===== config.mk =====
export PLATFORM = sky130hd
export DESIGN_NAME = packet_assembler
export DESIGN_NICKNAME = d
export VERILOG_FILES = /design/src/rtl/bpsk_pkg.sv /design/src/rtl/packet_assembler.sv
export SDC_FILE = /design/constraint.sdc
export NUM_CORES = 1
export LEC_CHECK = 0
export CAP_MARGIN = 40
export CORE_MARGIN = 10
export CORE_UTILIZATION = 30
export DETAILED_ROUTE_END_ITERATION = 8
export PLACE_DENSITY = 0.51
export SETUP_SLACK_MARGIN = 0.05
export SYNTH_ARGS = -nofsm -noshare
export SYNTH_HDL_FRONTEND = slang
export SYNTH_SLANG_ARGS = --single-unit

===== constraint.sdc =====
create_clock -name clock -period 2.83 [get_ports clock]
set_input_delay 0.566 -clock clock [delete_from_list [all_inputs] [get_ports clock]]
set_output_delay 0.566 -clock clock [all_outputs]
set_load 0.05 [all_outputs]

===== src/rtl/bpsk_pkg.sv =====
// Shared constants and types for the BPSK transmit path: frame geometry,
// preamble byte and the packet assembler state encoding.
package bpsk_pkg;

  localparam int PACKET_SIZE = 192;
  localparam int PACKET_BYTES = PACKET_SIZE / 8;
  localparam int PAYLOAD_BYTES = PACKET_BYTES - 1;
  localparam logic [7:0] PREAMBLE = 8'hFF;

  typedef enum logic [1:0] {
    IDLE = 2'd0,
    FILL = 2'd1,
    FULL = 2'd2
  } asm_state_t;

endpackage


===== src/rtl/packet_assembler.sv =====
// Collects payload bytes into {PREAMBLE, payload} frames, MSB-first, and holds
// each frame until the serializer takes it. Optional idle flush: PACKET_TIMEOUT_EN.
module packet_assembler
  import bpsk_pkg::*;
#(
  parameter int PACKET_SIZE    = bpsk_pkg::PACKET_SIZE,
  parameter int TIMEOUT_CYCLES = 4096,
  localparam int PAYLOAD_BYTES = PACKET_SIZE / 8 - 1,
  localparam int CW            = $clog2(PAYLOAD_BYTES + 1)
) (
  input  logic                   clock,
  input  logic                   reset,
  input  logic [7:0]             byte_in,
  input  logic                   byte_valid,
  output logic                   byte_ready,
  output logic [PACKET_SIZE-1:0] packet_out,
  output logic                   packet_valid,
  input  logic                   packet_taken,
  output asm_state_t             state_dbg,
  output logic [CW-1:0]          count_dbg
);

  localparam int PW = PACKET_SIZE - 8;
  localparam logic [CW-1:0] LAST_IDX = CW'(PAYLOAD_BYTES - 1);

  if ((PACKET_SIZE % 8) != 0 || PACKET_SIZE < 16 || TIMEOUT_CYCLES < 1) begin : g_bad_cfg
    $error("packet_assembler: unsupported PACKET_SIZE/TIMEOUT_CYCLES");
  end

  // Handshake: a byte moves on a posedge where byte_valid && byte_ready; the
  // source holds byte_in stable until then. packet_valid stays high with a
  // frozen packet_out until a cycle with packet_taken high.
  asm_state_t      state_q, state_d;
  logic [CW-1:0]   count_q, count_d;
  logic [PW-1:0]   payload_q, payload_d;
  logic            accept;

  assign byte_ready   = (state_q != FULL);
  assign packet_valid = (state_q == FULL);
  assign packet_out   = {PREAMBLE, payload_q};
  assign accept       = byte_valid && byte_ready;
  assign state_dbg    = state_q;
  assign count_dbg    = count_q;

`ifdef PACKET_TIMEOUT_EN
  localparam int TW = $clog2(TIMEOUT_CYCLES + 1);
  localparam logic [TW-1:0] TIMER_LAST = TW'(TIMEOUT_CYCLES - 1);
  logic [TW-1:0] timer_q, timer_d;
`endif

  always_comb begin
    state_d   = state_q;
    count_d   = count_q;
    payload_d = payload_q;
    case (state_q)
      IDLE, FILL: begin
        if (accept) begin
          for (int k = 0; k < PAYLOAD_BYTES; k++) begin
            if (count_q == CW'(k)) payload_d[PW-1-8*k -: 8] = byte_in;
          end
          count_d = count_q + 1'b1;
          state_d = (count_q == LAST_IDX) ? FULL : FILL;
        end
      end
      FULL: begin
        if (packet_taken) begin
          state_d   = IDLE;
          count_d   = '0;
          payload_d = '0;
        end
      end
      default: state_d = IDLE;
    endcase
`ifdef PACKET_TIMEOUT_EN
    // Unwritten bytes are already zero, so a flush only has to change state.
    timer_d = '0;
    if (state_q == FILL && !accept) begin
      if (timer_q == TIMER_LAST) state_d = FULL;
      else timer_d = timer_q + 1'b1;
    end
`endif
  end

  always_ff @(posedge clock) begin
    if (reset) begin
      state_q   <= IDLE;
      count_q   <= '0;
      payload_q <= '0;
    end else begin
      state_q   <= state_d;
      count_q   <= count_d;
      payload_q <= payload_d;
    end
  end

`ifdef PACKET_TIMEOUT_EN
  always_ff @(posedge clock) begin
    if (reset) timer_q <= '0;
    else timer_q <= timer_d;
  end
`endif

endmodule

After elaboration in Yosys (flattened, before gate mapping)
Index checks and enable logic that the tools add are counted.
Operators by class
  add/sub/neg operators: 1
  eq/ne operators: 50
  muxes and demuxes: 33
  reduce and logical (&&, ||, !) cells: 30
Operator list (count)
  $mux W184: 2
  $pmux W184 S2: 1
  $mux W8: 23
  $reduce_and A4 Y1: 23
  $ne A2 B2 Y1 const B: 25
  $eq A5 B4 Y1 const B: 8
  $eq A5 B5 Y1 const B: 7
  $eq A5 B3 Y1 const B: 4
  $eq A5 B2 Y1 const B: 2
  $mux W5: 2
  $pmux W5 S2: 1
  $mux W2: 3
  $add A5 B1 Y5 const B: 1
  $eq A5 B1 Y1 const B: 1
  $logic_not A5 Y1: 1
  $pmux W2 S2: 1
  $reduce_and A3 Y1: 1
  $eq A2 B1 Y1 const B: 1
  $eq A2 B2 Y1 const B: 1
  $logic_not A2 Y1: 1
  $ne A2 B1 Y1 const B: 1
  $reduce_and A2 Y1: 1
  $reduce_bool A2 Y1: 1
  $reduce_or A2 Y1: 1
  $logic_and A1 B1 Y1: 1
Word-level totals
  flip-flop bits (word level): 191
  input port bits: 12
  output and inout port bits: 201
  logic and storage cells: 139

Longest topological paths before layout
Gate-level depths: netlist of the first run.
  depth after elaboration: 4
  depth in mapped cells: 7

Worst setup path after synthesis of the first run
No wires, ideal clock.
  kind: reg2out
  start point: register state_q[0] (netlist: state_dbg[0])
  end point: output packet_valid
  arrival time: 2.069 ns
  required time: 2.264 ns
  path slack: 0.195 ns
  cell stages (with the launch flop): 5
  path buffers: 2
  cell sequence: dfxtp_1 -> nand2b_1 -> buf_2 -> buf_1 -> inv_1
On the way
  longest elaborated chain between the ends: 1
RTL lines
  start, declared: RTL line packet_assembler.sv:33  | asm_state_t state_q, state_d;
  start signal, assigned: RTL line packet_assembler.sv:90  | state_q <= state_d;
  $eq A2 B2 Y1: RTL line packet_assembler.sv:39  | assign packet_valid = (state_q == FULL);
  end, declared: RTL line packet_assembler.sv:17  | output logic packet_valid,
Every way passes these cells.

Final worst setup path of the first run
  start point: register count_q[1] (netlist: count_dbg[1])
  end point: output count_dbg[1]
RTL lines
  start, declared: RTL line packet_assembler.sv:34  | logic [CW-1:0] count_q, count_d;
  start signal, assigned: RTL line packet_assembler.sv:91  | count_q <= count_d;
  end, declared: RTL line packet_assembler.sv:20  | output logic [CW-1:0] count_dbg
No word-level cell between the ends.

==> results of run 1 <==
-- routing by layer --
layer | global-route usage, % | vias to the layer above | routed length (um)
met3 | 7.214 | 9 | 2768
li1 | - | 2859 | -
met2 | 22.99 | 158 | 11660
met4 | 3.193 | 0 | 186
met5 | 0 | - | 0
met1 | 19.54 | 2767 | 12050
-- synthesized netlist by cell type (all sizes together) --
cell type,instances,area share (%)
a2111oi,1,0.11
a21o,1,0.091
a21oi,12,0.73
a2bb2oi,1,0.11
a31oi,1,0.076
and3,1,0.076
and3b,1,0.11
and4b,6,0.73
and4bb,12,1.8
buf,30,3.0
clkbuf,36,1.6
conb,1,0.046
dfxtp,191,46
ha,5,0.76
inv,4,0.18
mux2i,176,21
nand2,2,0.091
nand2b,180,14
nand3,14,0.85
nand3b,12,1.1
nand4,8,0.61
nor2,2,0.091
nor2b,1,0.076
nor4b,4,0.73
o22ai,22,5.4
or4,1,0.091
-- path summary, 6_finish.rpt --
path | startpoint | to | slack (ps)
setup / recovery | count_dbg[1]$_SDFFE_PP0P_ | count_dbg[1] | 520
hold / removal | payload_q[63]$_SDFFE_PP0P_ | payload_q[63]$_SDFFE_PP0P_ | 470
setup reg to reg | state_dbg[1]$_SDFFE_PP0P_ | payload_q[94]$_SDFFE_PP0P_ | 590
hold reg to reg | payload_q[63]$_SDFFE_PP0P_ | payload_q[63]$_SDFFE_PP0P_ | 470
-- cell type report --
type	count	area (um2)
sequential	191	3825
tap	341	426.7
clock buffer	18	429.2
clock inverter	14	168.9
fill	2623	15770
timing repair buffer	230	2272
multi-input combinational	471	4045
inverter	4	15.01
-- cell families after synthesis --
kind of cell / after synthesis
compound gates: 38
fa+ha+maj: 5
mux: 176
buf+inv: 70
flops: 191
simple gates: 244
other cells: 1
-- registers in the layout, indices dropped and copies added, names as in the netlist --
signal / cells
count_dbg: 5
payload_q: 184
state_dbg: 2
-- power groups by stage --
stage / registers [W] / clock network, W / logic [W]
after floorplan: 0.00286 / 0 / 0.000217
after global placement: 0.00278 / 0 / 0.000448
after detailed placement: 0.00278 / 0 / 0.000447
after CTS: 0.00272 / 0.00252 / 0.000448
after global routing: 0.00272 / 0.00264 / 0.000465
final: 0.00272 / 0.00246 / 0.000438
-- metrics by stage --
| stage | cells | setup WS, ps | hold WS [ps] | utilization [%] |
|---|---|---|---|---|
| floorplan | 732 | 194.8 | 680.3 | - |
| global placement | 1237 | 402.6 | 452.6 | 39.27 |
| detailed placement | 1237 | 414.1 | 454.3 | 39.27 |
| CTS | 1269 | 493.4 | 465.1 | 41.49 |
| global route | 1269 | 463.9 | 493.4 | 41.49 |
| finish | 1269 | 519.0 | 465.5 | 41.49 |
==> flow_summary.yaml, run 1 <==
pwr:
  ir_drop_uv: 428.8
  switchingPower_w: 0.001560
  pwr-share-seq_pct: 48.4
  p_per_area_nw_per_um2: 502.4
  leakage_nw: 4.952
  power.internal_w: 0.004058
  combPwrFrac_pct: 7.8
  switching_share_pct: 27.77
  power_frac_clock_pct: 43.8
  p_total_w: 0.005618
cts:
  tritoncts: "built"
  clockRootBuffer: "clkbuf_16"
  cts_setup_buffers: 0
  cts_hold_buf: 0
  clk_pin_slew_ps: 80
  clockBufferDepth: 2
  cts_max_level: 4
  cts_made_buffers: 17
  clk_latency_ps: 450
  cts_resized: 0
  cts.sinks: 191
synth:
  synth_top_family_by_area: "multiplexers"
  ys_warn_count: 0
  synth_xor_area_share_pct: 0
  yosys.cell_types.count: 31
  syn_inst: 725
  synth_fa_ha_area_share_pct: 0.7603
  synth.cell_area_um2: 8228
  ys_ff_latch: 191
  synth-simple-area-share_pct: 20.06
  avgSynthCellArea_um2: 11.35
  yosysSeqAreaShare_pct: 46.47
  synth_compound_area_share_pct: 6.463
  muxShareOfSynthArea_pct: 21.41
setup_path:
  critical_path.max_fanout: 6
  crit_cells: 1
  path_buf_inv: 1
  slowest_delay_ps: 890
  ff2ff_path_depth: 5
  cp_data_required_time_ps: 2260
  cp_top_family: "buffers and inverters"
  end_kind: "output pin"
  critPathKind: "register to output pin"
  critPathLaunchType: "register"
  critPathSlowestCell: "clkdlybuf4s50_1"
  timing.critical_path.cells: "clkdlybuf4s50_1"
  worstPathArrival_ps: 1740
run_status:
  status: "complete, no violations"
floorplanning:
  die_y_um: 185.6
  coreArea_um2: 26950
  row_count: 60
  die_w_um: 185.6
  die_area_um2: 34450
  ios: 213
  initial_utilization_pct: 30.53
timing:
  worst_pin_slew_ps: 817.5
  maxSlewViolCount: 0
  max_freq_mhz: 432.7
  finClkSkew_ps: 25.23
  period_minus_slack_ps: 2311
  period_share_pct: 81.66
  hold_viol_final: 0
  relSlewSlack_pct: 45.43
  final-setup-viol-count: 0
  fin_tns_setup_ps: 0
  rsz0062_at_grt: "no"
global_route:
  antenna_found_initial: 0
  grt_pass1_wl_um: 39520
  grt_usage_pct: 15.31
  grt_max_degree: 93
  overflow: 0
  grt_pass1_vias: 5873
place:
  routabilityCongestion: 0.7092
  dpl-instance-area_um2: 10580
  io_buffers: 204
  dp_hpwl_um: 17770
min_path:
  hold_depth: 2
  hold_path_class: "register to register"
final_layout:
  final_cell_mix: "198 x clkdlybuf4s50_1, 190 x dfxtp_1, 180 x nand2b_1"
  final_common_cell: "clkdlybuf4s50_1"
  final_area_um2: 11180
  nets: 932
  drive_gt1_share_pct: 10.99
  antenna_cells: 0
  areaGrowthSynthToFinish_pct: 35.90
flow_run:
  drv.max_cap_violation_count: 0
detailed_routing:
  wirelength_um: 26660
  routed_via_density: 4.565
  wl_per_cell_um: 21.00
  drcViolationCount: 0
  drtAntennaViolNets: 0
  dr.pass1.iters: 5
  drtIter0Drc: 370
  vias: 5793
(Power assumes the default switching activity.)
==> run 2, diff against run 1 <==
- PLACE_DENSITY: 0.51 -> 0.53
- clock period: 2.83 -> 2 ns (I/O delays scaled with it)
==> run 2 against run 1 <==
Critical path depth increased by 3. Die area unchanged. Cell count grew 2.6%. Critical path type unchanged. Core utilization up 1.4 points. Global-route usage down 0.39 points.
==> flow_summary.yaml, run 2 (synthesis gave the netlist of run 1 again) <==
floorplanning:
  row_count: 60
  coreArea_um2: 26950
  die_y_um: 185.6
  initial_utilization_pct: 30.53
  ios: 213
  die_w_um: 185.6
  die_area_um2: 34450
setup_path:
  critical_path.max_fanout: 10
  cp_data_required_time_ps: 1600
  end_kind: "output pin"
  worstPathArrival_ps: 1460
  r2r_slack_ps: 300
  critPathLaunchType: "register"
  reg2reg_from: "count_dbg[0]$_SDFFE_PP0P_"
  critPathKind: "register to output pin"
  ff2ff_path_depth: 6
  rr_endpoint: "payload_q[4]$_SDFFE_PP0P_"
place:
  routabilityCongestion: 0.7417
  io_buffers: 204
  dpl-instance-area_um2: 11050
  dp_hpwl_um: 18040
  post-place-ws_ps: 31.22
timing:
  period_minus_slack_ps: 1861
  hold_viol_final: 0
  worst_pin_slew_ps: 558.1
  period_share_pct: 93.04
  finClkSkew_ps: 10.06
  setup_ws_ps: 139.1
  relSlewSlack_pct: 62.94
  fin_tns_setup_ps: 0
  final-setup-viol-count: 0
  rsz0062_at_grt: "no"
  max_freq_mhz: 537.4
  maxSlewViolCount: 0
final_layout:
  largest_reg_flops: 184
  final_area_um2: 11550
  antenna_cells: 0
  top_register: "payload_q"
  final_core_util_pct: 42.87
  final_common_cell: "dfxtp_1"
  drive_gt1_share_pct: 19.98
  areaGrowthSynthToFinish_pct: 40.42
  final_cell_mix: "185 x dfxtp_1, 180 x nand2b_1, 176 x mux2i_1"
  fillCellCount: 2609
  nets: 965
detailed_routing:
  drcViolationCount: 0
  drtAntennaViolNets: 0
  wirelength_um: 26080
  routed_via_density: 4.579
  vias: 5962
  wl_per_cell_um: 20.03
  dr.pass1.iters: 4
  drtIter0Drc: 307
pwr:
  power_frac_clock_pct: 46.2
  ir_drop_uv: 618.8
  power.internal_w: 0.006243
  switchingPower_w: 0.002091
  p_per_area_nw_per_um2: 721.4
  combPwrFrac_pct: 7.5
  pwr-share-seq_pct: 46.3
  leakage_nw: 6.054
  switching_share_pct: 25.09
cts:
  cts.sinks: 191
  tritoncts: "built"
  cts_made_buffers: 17
  clockBufferDepth: 2
  clockRootBuffer: "clkbuf_16"
  cts_max_level: 4
  clk_pin_slew_ps: 70
  cts_hold_buf: 0
  clk_latency_ps: 440
global_route:
  antenna_found_initial: 0
  grt_max_degree: 72
  grt_pass1_vias: 6209
  grt_usage_pct: 14.92
  overflow: 0
  grt_pass1_wl_um: 39250
flow_run:
  drv.max_cap_violation_count: 0
run_status:
  status: "complete, no violations"
min_path:
  hold_depth: 2
  hold_path_class: "input pin to register"
  min_to: "state_dbg[1]$_SDFFE_PP0P_"
  holdCritStartpoint: "reset"
run 2: through the flow:
stage / instances / total power, W / hold WS, ps
2_1_floorplan: 732 / 0.004353 / 506.7
3_3_place_gp: 1269 / 0.004592 / 451.0
3_5_place_dp: 1269 / 0.004593 / 456.1
4_1_cts: 1301 / 0.008449 / 416.2
5_1_grt: 1302 / 0.008595 / 440.6
6_report: 1302 / 0.008335 / 439.6
run 2: worst max path at each step:
stage / depth (start not counted) / endpoint / slack [ps] / startpoint
6_report: 4 / packet_valid / 140 / state_dbg[1]$_SDFFE_PP0P_
2_1_floorplan: 4 / packet_valid / 70 / state_dbg[1]$_SDFFE_PP0P_
3_3_place_gp: 5 / payload_q[168]$_SDFFE_PP0P_ / 50 / packet_taken
5_1_grt: 4 / packet_valid / 70 / state_dbg[1]$_SDFFE_PP0P_
4_1_cts: 4 / packet_valid / 120 / state_dbg[1]$_SDFFE_PP0P_
3_5_place_dp: 5 / payload_q[175]$_SDFFE_PP0P_ / 30 / packet_taken
run 2: area by class of cell:
cell class              count  area, um2  area share, %
multi-input cells         471       4045          35.01
inverters                   4      15.01         0.1300
repair buffers            263       2571          22.25
clock inverters            14      225.2          1.949
flip-flops and latches    191       3831          33.16
clock buffers              18      439.2          3.801
well taps                 341      426.7          3.693
run 2: power by group through the flow:
stage | Clock [W] | Sequential [W] | Combinational (W)
after detailed placement | 0 | 0.00395 | 0.000645
final | 0.00385 | 0.00386 | 0.000629
after global routing | 0.00407 | 0.00386 | 0.000664
after global placement | 0 | 0.00395 | 0.000646
after floorplan | 0 | 0.00405 | 0.000307
after CTS | 0.00395 | 0.00386 | 0.000640
run 2: repair_timing:
item | 4_1_cts | 5_1_grt
endpoints found under the hold margin | 0 | 0
setup endpoints to repair | 137 | 3
pin swaps | 0 | 1
gates resized for setup | 137 | 0
buffers inserted | 0 | 1
run 2: metal layers:
metal / track usage [%] / routed length (um)
met1: 18.26 / 11910
met2: 23.21 / 11380
met3: 6.902 / 2552
met4: 3.708 / 242
met5: 0 / 0
run 2: worst max-delay path: stages, from the launching register on:
cell and delay (ps):
dfxtp_2 500, nand2b_1 110, buf_4 180, inv_1 100
buf_12 140
